**src/rtl/column_feeder_pkg.sv**
```systemverilog
// column_feeder_pkg: FSM state encoding and default geometry for column_feeder.
// COLUMN_FEEDER_ZERO_PAD_EN adds one all-zero column on each side of every band.
package column_feeder_pkg;
  typedef enum logic [2:0] {IDLE, CLEAR, FETCH, DRAIN, PUSH, DONE} state_t;
  localparam int DEF_RES = 8;
  localparam int DEF_WIDTH = 3;
  localparam int DEF_IMG_W = 8;
  localparam int DEF_IMG_H = 8;
  localparam int DEF_ADDR_W = 16;
  localparam int CNT_W = 16;
`ifdef COLUMN_FEEDER_ZERO_PAD_EN
  localparam int PAD_COLS = 2;
`else
  localparam int PAD_COLS = 0;
`endif
endpackage

```
**src/rtl/column_addr_gen.sv**
```systemverilog
// column_addr_gen: band/column/row-in-column counters with multiplier-free address accumulators.
// Pad columns exist only when COLUMN_FEEDER_ZERO_PAD_EN is defined.
module column_addr_gen
  import column_feeder_pkg::*;
#(
  parameter int WIDTH = DEF_WIDTH,
  parameter int IMG_W = DEF_IMG_W,
  parameter int IMG_H = DEF_IMG_H,
  parameter int ADDR_W = DEF_ADDR_W
) (
  input  logic              clk,
  input  logic              rst,
  input  logic              ld,
  input  logic [ADDR_W-1:0] base,
  input  logic              step_k,
  input  logic              next_col,
  output logic [CNT_W-1:0]  k,
  output logic [ADDR_W-1:0] addr,
  output logic              last_k,
  output logic              last_col,
  output logic              last_band,
  output logic              pad,
  output logic              next_pad
);
  localparam logic [CNT_W-1:0] LK = CNT_W'(WIDTH - 1);
  localparam logic [CNT_W-1:0] LC = CNT_W'(IMG_W + PAD_COLS - 1);
  localparam logic [CNT_W-1:0] LR = CNT_W'(IMG_H - WIDTH);
  localparam logic [ADDR_W-1:0] STEP = ADDR_W'(IMG_W);
  localparam logic [ADDR_W-1:0] OFF = ADDR_W'(PAD_COLS / 2);
  logic [CNT_W-1:0] r_q, r_d, c_q, c_d, k_q, k_d;
  logic [ADDR_W-1:0] row_q, row_d, col_q, col_d, addr_q, addr_d;
  assign k = k_q;
  assign addr = addr_q;
  assign last_k = k_q == LK;
  assign last_col = c_q == LC;
  assign last_band = r_q == LR;
`ifdef COLUMN_FEEDER_ZERO_PAD_EN
  assign pad = c_q == '0 || last_col;
  assign next_pad = last_col || c_q == CNT_W'(IMG_W + PAD_COLS - 2);
`else
  assign pad = 1'b0;
  assign next_pad = 1'b0;
`endif
  // col_q tracks the address of row r, column c; addr_q walks down the column by IMG_W
  always_comb begin
    r_d = r_q;
    c_d = c_q;
    k_d = k_q;
    row_d = row_q;
    col_d = col_q;
    addr_d = addr_q;
    if (ld) begin
      r_d = '0;
      c_d = '0;
      k_d = '0;
      row_d = base;
      col_d = base - OFF;
      addr_d = base - OFF;
    end else if (next_col) begin
      r_d = last_col ? r_q + CNT_W'(1) : r_q;
      c_d = last_col ? '0 : c_q + CNT_W'(1);
      row_d = last_col ? row_q + STEP : row_q;
      col_d = last_col ? row_q + STEP - OFF : col_q + ADDR_W'(1);
      k_d = '0;
      addr_d = col_d;
    end else if (step_k) begin
      k_d = last_k ? '0 : k_q + CNT_W'(1);
      addr_d = addr_q + STEP;
    end
  end
  always_ff @(posedge clk or posedge rst) begin
    if (rst) begin
      r_q <= '0;
      c_q <= '0;
      k_q <= '0;
      row_q <= '0;
      col_q <= '0;
      addr_q <= '0;
    end else begin
      r_q <= r_d;
      c_q <= c_d;
      k_q <= k_d;
      row_q <= row_d;
      col_q <= col_d;
      addr_q <= addr_d;
    end
  end
endmodule

```
**src/rtl/column_feeder.sv**
```systemverilog
// column_feeder: streams WIDTH-pixel image columns, band by band, from memory into a column FIFO.
// COLUMN_FEEDER_ZERO_PAD_EN adds a zero column before and after each band without reading memory.
module column_feeder
  import column_feeder_pkg::*;
#(
  parameter int RES = DEF_RES,
  parameter int WIDTH = DEF_WIDTH,
  parameter int IMG_W = DEF_IMG_W,
  parameter int IMG_H = DEF_IMG_H,
  parameter int ADDR_W = DEF_ADDR_W
) (
  input  logic                       clk,
  input  logic                       rst,
  input  logic                       start,
  input  logic [ADDR_W-1:0]          img_base,
  output logic                       mem_rd_en,
  output logic [ADDR_W-1:0]          mem_addr,
  input  logic [RES-1:0]             mem_rd_data,
  input  logic                       fifo_full,
  output logic                       fifo_wr_en,
  output logic [WIDTH-1:0][RES-1:0]  fifo_data,
  output logic                       fifo_clear,
  output logic                       busy,
  output logic                       done
);
  state_t state_q, state_d;
  logic [WIDTH-1:0][RES-1:0] data_q, data_d;
  logic [CNT_W-1:0] k;
  logic [ADDR_W-1:0] addr;
  logic last_k, last_col, last_band, pad, next_pad;
  assign busy = state_q != IDLE;
  assign done = state_q == DONE;
  assign fifo_clear = state_q == CLEAR;
  assign mem_rd_en = state_q == FETCH;
  assign mem_addr = mem_rd_en ? addr : '0;
  // write strobe must see fifo_full in the same cycle, so it is decoded rather than registered
  assign fifo_wr_en = state_q == PUSH && !fifo_full;
  assign fifo_data = data_q;
  column_addr_gen #(
    .WIDTH(WIDTH), .IMG_W(IMG_W), .IMG_H(IMG_H), .ADDR_W(ADDR_W)
  ) u_addr (
    .clk(clk), .rst(rst), .ld(state_q == IDLE && start), .base(img_base),
    .step_k(mem_rd_en), .next_col(fifo_wr_en), .k(k), .addr(addr), .last_k(last_k),
    .last_col(last_col), .last_band(last_band), .pad(pad), .next_pad(next_pad)
  );
  always_comb begin
    state_d = state_q;
    data_d = data_q;
    case (state_q)
      IDLE: state_d = start ? CLEAR : IDLE;
      CLEAR: begin
        state_d = pad ? PUSH : FETCH;
        if (pad) data_d = '0;
      end
      FETCH: begin
        for (int i = 0; i < WIDTH - 1; i++) if (k == CNT_W'(i + 1)) data_d[i] = mem_rd_data;
        state_d = last_k ? DRAIN : FETCH;
      end
      DRAIN: begin
        data_d[WIDTH-1] = mem_rd_data;
        state_d = PUSH;
      end
      PUSH: if (!fifo_full) begin
        state_d = (last_col && last_band) ? DONE : next_pad ? PUSH : FETCH;
        if (next_pad) data_d = '0;
      end
      DONE: state_d = IDLE;
      default: state_d = IDLE;
    endcase
  end
  always_ff @(posedge clk or posedge rst) begin
    if (rst) begin
      state_q <= IDLE;
      data_q <= '0;
    end else begin
      state_q <= state_d;
      data_q <= data_d;
    end
  end
endmodule

```
**config.mk**
```make
export PLATFORM = sky130hd
export DESIGN_NAME = column_feeder
export DESIGN_NICKNAME = d
export VERILOG_FILES = /design/src/rtl/column_feeder_pkg.sv /design/src/rtl/column_addr_gen.sv /design/src/rtl/column_feeder.sv
export SDC_FILE = /design/constraint.sdc
export NUM_CORES = 1
export LEC_CHECK = 0
export ABC_AREA = 1
export CORE_MARGIN = 2
export CORE_UTILIZATION = 60
export DETAILED_ROUTE_END_ITERATION = 16
export GPL_TIMING_DRIVEN = 1
export PLACE_DENSITY = 0.79
export SLEW_MARGIN = 20
export SYNTH_ARGS = -nofsm -noshare
export SYNTH_HDL_FRONTEND = slang
export SYNTH_SLANG_ARGS = --single-unit
```
**constraint.sdc**
```tcl
create_clock -name clk -period 11.15 [get_ports clk]
set_clock_uncertainty 0.05 [all_clocks]
set_input_delay 2.23 -clock clk [delete_from_list [all_inputs] [get_ports clk]]
set_output_delay 2.23 -clock clk [all_outputs]
set_load 0.05 [all_outputs]
```
==> results by stage, run 1 <==
Yosys:
- The Yosys step of the flow raised 0 warnings.
- The number of flip-flops and latches in the synthesized netlist is 123.
- By area the synthesized netlist is led by sky130_fd_sc_hd__dfrtp_1, sky130_fd_sc_hd__nand2_1, sky130_fd_sc_hd__nor2_1, sky130_fd_sc_hd__nand3_1, sky130_fd_sc_hd__inv_1.
- The combined area of all synthesized cells is 7290 um^2.
- After synthesis, flip-flops and latches occupy 42.2% of the total area.
- The synthesized netlist cell count is 1013.
- The main flop type after synthesis is sky130_fd_sc_hd__dfrtp_1.
- In this run the mean area of a mapped cell was 7.19 um^2.
- The proportion of register bits with asynchronous set or reset after synthesis is 100%.
- Synthesis produced a netlist with a net count of 1050.
- The synthesized design contains 0 enable-type register cells.
- The netlist uses 50 different library cells.
- The area share of the leading cell type in the synthesized netlist is 42.2%.
- The cell taking the most area after synthesis is sky130_fd_sc_hd__dfrtp_1.

Timing:
- The count of final max-slew check failures is 0.
- The headroom to the max-slew limit is 40.6%.
- The slew at the pin with the worst max-slew slack is 0.891 ns.
- Setup repair after global routing left no endpoint under its margin.
- Timing would allow up to 157 MHz.
- The ratio of final minimum period to clock period is 57.2%.
- The final critical delay including setup and external delays is 6.38 ns.
- Adding up every negative setup slack in the final design gives 0 ns.
- The number of failing setup endpoints in the final timing report is 0.
- The final count of hold timing violations is 0.

Floorplanning:
- The row count is 40.
- The overall die height is 114 um.
- In this run the count of I/O pins placed on the die edge is 73.
- The effective utilization at floorplan is 61.2%.
- The die covers 13000 um^2.
- In this run the standard cell core region covers 11900 um^2.
- The floorplan step set the die width to 114 um.

Setup path:
- The largest fanout on the critical path is 16.
- The critical path capture point type is an output port.
- The signal on the critical path passes through clkdlybuf4s50_1 > inv_1 > nand2_8 > inv_2 > clkdlybuf4s50_1.
- STA puts the critical path data required time at 8.87 ns.
- The startpoint-to-endpoint class of the critical path is in2out.
- By instance count, the cell type seen most on the critical path is sky130_fd_sc_hd__clkdlybuf4s50_1.
- Data arrives at the worst endpoint at 4.10 ns.
- The slowest stage of the critical path is the sky130_fd_sc_hd__clkdlybuf4s50_1 cell.
- The worst setup path is launched from an input port.
- The delay of the slowest cell on the worst path is 0.87 ns.

Global routing:
- The largest net degree at the start of global routing is 73.
- The initial antenna violation count is 0.
- Global routing finished with a remaining overflow of 0.
- The number of global-route vias before repair was 6596.
- The global-route wire length before repair is 31200 um.
- The all-layer global routing usage is 30.3%.

Worst hold path:
- The class of the tightest hold or removal check is reg2reg.

Route:
- The remaining design rule violation count is 0.
- In the final routed layout, each cell accounts on average for 15.3 um.
- The number of nets still failing antenna checks after routing is 0.
- The first detailed-routing pass ran for 5 iterations.
- Using the TritonRoute via totals, the vias-per-cell ratio works out to 5.70.
- The routed wire length is 19000 um.
- For this block, the via count after detailed routing is 7066.
- The number of violations reported at the end of detailed-routing iteration 0 is 682.

Clocking:
- TritonCTS built the clock tree.
- The post-CTS setup buffer count is 0.
- For the worst-skew pair, the clock arrives at the later sink with an insertion delay of 0.43 ns.
- The hold buffer count at cts is 0.
- The clock input transition at the sequential cells of the worst setup and hold paths is 0.06 ns.
- The post-cts gate resize count is 0.
- The number of buffers added by the clock tree synthesis step is 17.
- The deepest clock path buffer count is 2.
- The buffer cell driving the clock tree root is sky130_fd_sc_hd__clkbuf_16.
- For this design, the sink count on the clock tree is 123.
- The H-tree depth is 4.

Placed design:
- The sum of net half-perimeters after detailed placement is 12900 um.
- The placed standard-cell area is 8050 um^2.
- The count of buffers added on input and output ports is 72.
- The final weighted congestion of routability-driven global placement is 0.917.

Power:
- The maximum VDD drop is 0.000252 V.
- Dividing total power by cell area gives a power density of 296 nW/um^2.
- The leakage power is 4.12 nW.

Final layout:
- The filler cells instantiated in the layout total 959.
- The final instance area is 8660 um^2.
- Cells with a size suffix above 1 make up 5.58% of the layout.
- At the end of the flow, the number of nets in the layout was 1117.
- Compared with the post-synthesis result, the final layout area differs by 18.8%.
- The antenna cell count is 0.

Outcome:
- The run finished with clean final reports.

Job:
- The number of max-capacitance violations reported is 0.
## placed cells by master (no fill, tap or decap), types with 3 or more instances in the layout
cell / count
sky130_fd_sc_hd__a21oi_1: 25
sky130_fd_sc_hd__inv_1: 119
sky130_fd_sc_hd__o21bai_1: 3
sky130_fd_sc_hd__nand2_1: 268
sky130_fd_sc_hd__nor2_1: 131
sky130_fd_sc_hd__clkinv_4: 3
sky130_fd_sc_hd__dfrtp_1: 123
sky130_fd_sc_hd__clkinv_2: 4
sky130_fd_sc_hd__bufinv_16: 3
sky130_fd_sc_hd__nor3_1: 27
sky130_fd_sc_hd__xnor2_1: 4
sky130_fd_sc_hd__ha_1: 9
sky130_fd_sc_hd__clkbuf_16: 17
sky130_fd_sc_hd__clkdlybuf4s50_1: 72
sky130_fd_sc_hd__nor3_2: 3
sky130_fd_sc_hd__nand3_1: 93
sky130_fd_sc_hd__a31oi_1: 13
sky130_fd_sc_hd__inv_2: 6
sky130_fd_sc_hd__o21a_1: 4
sky130_fd_sc_hd__nand3b_1: 3
sky130_fd_sc_hd__nand4_1: 26
sky130_fd_sc_hd__o21ai_0: 72
sky130_fd_sc_hd__o211ai_1: 6
sky130_fd_sc_hd__xor2_1: 15
sky130_fd_sc_hd__nor2_2: 3
## flip-flops by register name (all words and copies together), names as in the netlist
register      count
u_addr.c_q       16
state_q           3
fifo_data        24
u_addr.k         16
u_addr.r_q       16
u_addr.addr      16
u_addr.row_q     16
u_addr.col_q     16
## cell families (layout without fill, tap and decap cells)
| kind of cell | count (synthesis) | count (layout) | synth area share [%] |
|---|---|---|---|
| AOI/OAI and AO/OA | 142 | 142 | 11.2 |
| buffers and inverters | 152 | 232 | 8.65 |
| DFF | 123 | 123 | 42.2 |
| adders and majority gates | 9 | 9 | 1.55 |
| xor gates and xnor gates | 19 | 19 | 2.28 |
| and+or+nand+nor | 568 | 568 | 34.1 |
## cell usage after synthesis (2+ instances only)
library cell / count
sky130_fd_sc_hd__xnor2_1: 4
sky130_fd_sc_hd__o21a_1: 4
sky130_fd_sc_hd__o31ai_1: 2
sky130_fd_sc_hd__o21ai_0: 72
sky130_fd_sc_hd__o21ai_1: 2
sky130_fd_sc_hd__dfrtp_1: 123
sky130_fd_sc_hd__nor3_1: 27
sky130_fd_sc_hd__nand2_1: 268
sky130_fd_sc_hd__inv_2: 6
sky130_fd_sc_hd__nand2_4: 2
sky130_fd_sc_hd__nand2_2: 2
sky130_fd_sc_hd__clkbuf_1: 6
sky130_fd_sc_hd__nand4_1: 26
sky130_fd_sc_hd__ha_1: 9
sky130_fd_sc_hd__o22ai_1: 2
sky130_fd_sc_hd__o21bai_1: 3
sky130_fd_sc_hd__a22oi_1: 2
sky130_fd_sc_hd__a31oi_1: 13
sky130_fd_sc_hd__nor3_2: 3
sky130_fd_sc_hd__a21boi_0: 2
sky130_fd_sc_hd__nand3_1: 93
sky130_fd_sc_hd__inv_1: 120
sky130_fd_sc_hd__nor2_2: 3
sky130_fd_sc_hd__buf_2: 10
sky130_fd_sc_hd__xor2_1: 15
sky130_fd_sc_hd__buf_4: 4
sky130_fd_sc_hd__nor2_1: 131
sky130_fd_sc_hd__o211ai_1: 6
sky130_fd_sc_hd__nor2_4: 2
sky130_fd_sc_hd__a21oi_1: 25
sky130_fd_sc_hd__buf_6: 4
sky130_fd_sc_hd__nand3b_1: 3
sky130_fd_sc_hd__o2111ai_1: 2
## worst max-delay path, delay by kind of cell
family / cells / cell delay (ns)
buffers and inverters: 4 / 1.75
and+or+nand+nor: 1 / 0.11
## final cells by class
cell class | count | area [um^2] | share of cell area [%]
Clock buffer | 18 | 439 | 5.07
Multi-Input combinational cell | 738 | 3580 | 41.3
Timing Repair Buffer | 73 | 728 | 8.41
Sequential cell | 123 | 3080 | 35.5
Inverter | 127 | 482 | 5.56
Tap cell | 147 | 184 | 2.12
Clock inverter | 14 | 169 | 1.95
## through the flow
step / total power [mW] / hold WS, ns / std cells / setup WS [ns] / utilization [%]
4_1_cts: 2.55 / 0.426 / 1240 / 4.77 / 72.7
3_3_place_gp: 1.95 / 0.406 / 1208 / 4.77 / 67.6
2_1_floorplan: 1.64 / 0.393 / 1013 / 5.60 / -
5_1_grt: 2.71 / 0.458 / 1240 / 4.72 / 72.7
3_5_place_dp: 1.97 / 0.410 / 1208 / 4.78 / 67.6
6_report: 2.56 / 0.427 / 1240 / 4.77 / 72.7
## where the power goes
| group | internal (mW) | switching (mW) | total [mW] |
|---|---|---|---|
| clock | 0.357 | 0.212 | 0.570 |
| sequential | 0.610 | 0.154 | 0.764 |
| combinational | 0.382 | 0.844 | 1.23 |
## routing by layer
| layer | GRT usage (%) | part of all wire, % |
|---|---|---|
| met5 | 0 | 0 |
| met4 | 12.4 | 2.6 |
| met3 | 6.56 | 7.6 |
| met2 | 48.1 | 47 |
| met1 | 40.6 | 43 |
## path summary, 6_finish.rpt
path / start / slack [ns] / end / depth (start not counted)
max in group asynchronous: rst / 7.55 / u_addr.row_q[1] / 3
min in group asynchronous: rst / 2.29 / fifo_data[1] / 2
max reg2reg: state_q[0] / 8.11 / u_addr.k[9] / 8
min reg2reg: u_addr.row_q[2] / 0.43 / u_addr.row_q[2] / 2
max: fifo_full / 4.77 / fifo_wr_en / 5
min: u_addr.row_q[2] / 0.43 / u_addr.row_q[2] / 2
Power figures use the tool's default switching activity.
==> inputs of run 2 (changes only) <==
CORE_UTILIZATION = 52   (was 60)
PLACE_DENSITY = 0.73   (was 0.79)
clock period = 5.7 ns   (was 11.15 ns; I/O delays follow)
==> results by stage, run 2 (synthesis gave the netlist of run 1 again) <==
Outcome:
- The flow ran to the end, and the final reports show no timing, DRC or antenna violations.

Global routing:
- In the global route stage, met2 resource usage came out at 41.8%.
- The total overflow left after global routing is 0.
- After global routing, the most crowded layer is met2.
- The initial antenna violation count is 0.
- The number of global-route vias before repair came to 6385.
- The global-route wire length before repair is 31100 um.
- The largest net degree at the start of global routing is 62.
- Global routing used 36.7% of the available met1 tracks.
- Global routing consumed, on the met3 layer, 4.46% of the routing resources.
- The all-layer global routing usage is 26.5%.

Floorplanning:
- The core footprint is 13800 um^2.
- The die is 122 um tall.
- The die covers 15000 um^2.
- In this run the horizontal extent of the chip is 122 um.
- For this configuration, the core starts out at a cell density of 52.9%.
- The total I/O pin count is 73.
- The floorplan has 43 rows.

Route:
- The number of violations reported at the end of detailed-routing iteration 0 is 669.
- The remaining design rule violation count is 0.
- The detailed-route vias per instance is 5.44.
- The count of nets left with antenna violations once routing finished came out at 0.
- The vias after detailed routing is 6926.
- The routed length per instance is 15.0 um.
- Wires add up to 19100 um.
- The number of iterations in the first detailed-routing pass is 5.

Final layout:
- The synthesis-to-layout area growth is 19.2%.
- The antenna cell count is 0.
- The library cells used most frequently in the layout, excluding fill and tap cells, are sky130_fd_sc_hd__nand2_1, sky130_fd_sc_hd__nor2_1, sky130_fd_sc_hd__dfrtp_1.
- Cells fill 63.1% of the core in the end.
- The register with the most flip-flops in the layout has 24 of them.
- The fraction of layout cells with a size suffix above 1 is 5.67%.
- The final instance area is 8690 um^2.
- Counting the fill cells in the layout gives 1259.
- The number of standard cells in the final layout excluding fillers is 1274.
- The most common cell after layout, fill and taps aside is sky130_fd_sc_hd__nand2_1.
- The net count of the finished layout is 1118.

Clocking:
- The clock sink count is 123.
- After clock tree synthesis, the clock-pin slew on the worst setup and hold paths is 0.06 ns.
- The hold buffer count at cts is 0.
- The post-cts gate resize count is 0.
- The deepest clock path buffer count is 2.
- The insertion delay to the later sink of the worst-skew pair is 0.42 ns.
- The number of buffers added by the clock tree synthesis step is 17.
- CTS built an H-tree with a depth of 4.
- The buffer cell driving the clock tree root is sky130_fd_sc_hd__clkbuf_16.
- The TritonCTS clock tree is done.
- The post-CTS setup buffer count is 0.

Power:
- For this design the static power due to leakage is 4.11 nW.
- For this design the ratio of total power to cell area is 569 nW/um^2.
- The maximum VDD drop is 0.000394 V.
- Power comes to 4.95 mW.

Setup path:
- STA classifies the critical path startpoint as an input port.
- The critical path capture point type is an output port.
- The cell with the biggest individual delay on the critical path is sky130_fd_sc_hd__clkdlybuf4s50_1.
- In this run the worst path has a maximum fanout of 16.
- Walking the worst path, the cells encountered are clkdlybuf4s50_1 > inv_1 > nand2_8 > inv_2 > clkdlybuf4s50_1.
- The cell occurring most often along the worst timing path is sky130_fd_sc_hd__clkdlybuf4s50_1.
- For this run, the slowest stage of the critical path takes 0.87 ns.
- STA puts the critical path data required time at 4.51 ns.
- The critical path is of the in2out type.
- The data arrival at the endpoint of the critical path is 3.04 ns.

Placed design:
- The number of instances in the placed design is 1242.
- The count of buffers added on input and output ports is 72.
- At the end of routability-driven placement, the weighted congestion stood at 0.920.
- Once placement finished, the instance area stood at 8100 um^2.
- The wire-length estimate of the detail-placed layout is 13400 um.

Timing:
- The final count of hold timing violations is 0.
- Setup repair after global routing left no endpoint under its margin.
- The count of final max-slew check failures is 0.
- The number of failing setup endpoints in the final timing report is 0.
- Timing would allow up to 237 MHz.
- The headroom to the max-slew limit is 43.1%.
- For the pin with the worst max-slew slack, the measured transition is 0.853 ns.
- The ratio of final minimum period to clock period is 74.2%.
- The final critical delay including setup and external delays is 4.23 ns.
- The total negative slack for setup checks is 0 ns.

Job:
- The number of max-capacitance violations reported is 0.

Worst hold path:
- The min-delay analysis places its worst path in the category reg2reg.
[run 2: changes by cell type in the layout (fill, tap and decap cells not counted)]
cell / before / now
sky130_fd_sc_hd__buf_4: 1 / 2
sky130_fd_sc_hd__bufinv_16: 3 / 2
sky130_fd_sc_hd__clkbuf_8: 1 / 0
sky130_fd_sc_hd__clkinv_2: 4 / 1
sky130_fd_sc_hd__clkinvlp_4: 2 / 4
sky130_fd_sc_hd__inv_6: 2 / 5
[run 2: layout make-up]
cell class                      count  area (um^2)  share of cell area [%]
Multi-Input combinational cell    738         3580                    41.2
Sequential cell                   123         3080                    35.4
Timing Repair Buffer               74          736                    8.47
Inverter                          127          482                    5.54
Clock buffer                       17          425                    4.90
Tap cell                          180          225                    2.59
Clock inverter                     15          165                    1.90
[run 2: metal layers]
metal	vias up	routed length, um
met2	239	8760
met3	38	1090
li1	3429	-
met4	0	522
met1	3220	8710
met5	-	0
[run 2: critical path, delay by kind of cell]
kind | cells | cell delay (ns)
and+or+nand+nor | 1 | 0.11
buffers and inverters | 4 | 1.79
[run 2: worst paths after layout]
path / start / cells past startpoint / to / slack, ns
worst max-delay path: fifo_full / 5 / fifo_wr_en / 1.47
worst min-delay path: u_addr.row_q[2] / 2 / u_addr.row_q[2] / 0.43
worst max register to register: state_q[0] / 10 / u_addr.addr[13] / 2.74
worst min register to register: u_addr.row_q[2] / 2 / u_addr.row_q[2] / 0.43
max in group asynchronous: rst / 3 / u_addr.row_q[1] / 3.49
min in group asynchronous: rst / 2 / fifo_data[11] / 1.17
[run 2: where the power goes]
group / leakage [nW] / switching [mW] / internal (mW)
combinational: 2.27 / 1.63 / 0.746
clock: 0.277 / 0.436 / 0.650
sequential: 1.55 / 0.290 / 1.19
[run 2: stage by stage]
| step | hold WS (ns) | setup slack [ns] |
|---|---|---|
| global route | 0.457 | 1.45 |
| CTS | 0.434 | 1.49 |
| global placement | 0.411 | 1.49 |
| detailed placement | 0.419 | 1.50 |
| floorplan | 0.393 | 1.24 |
| finish | 0.428 | 1.47 |
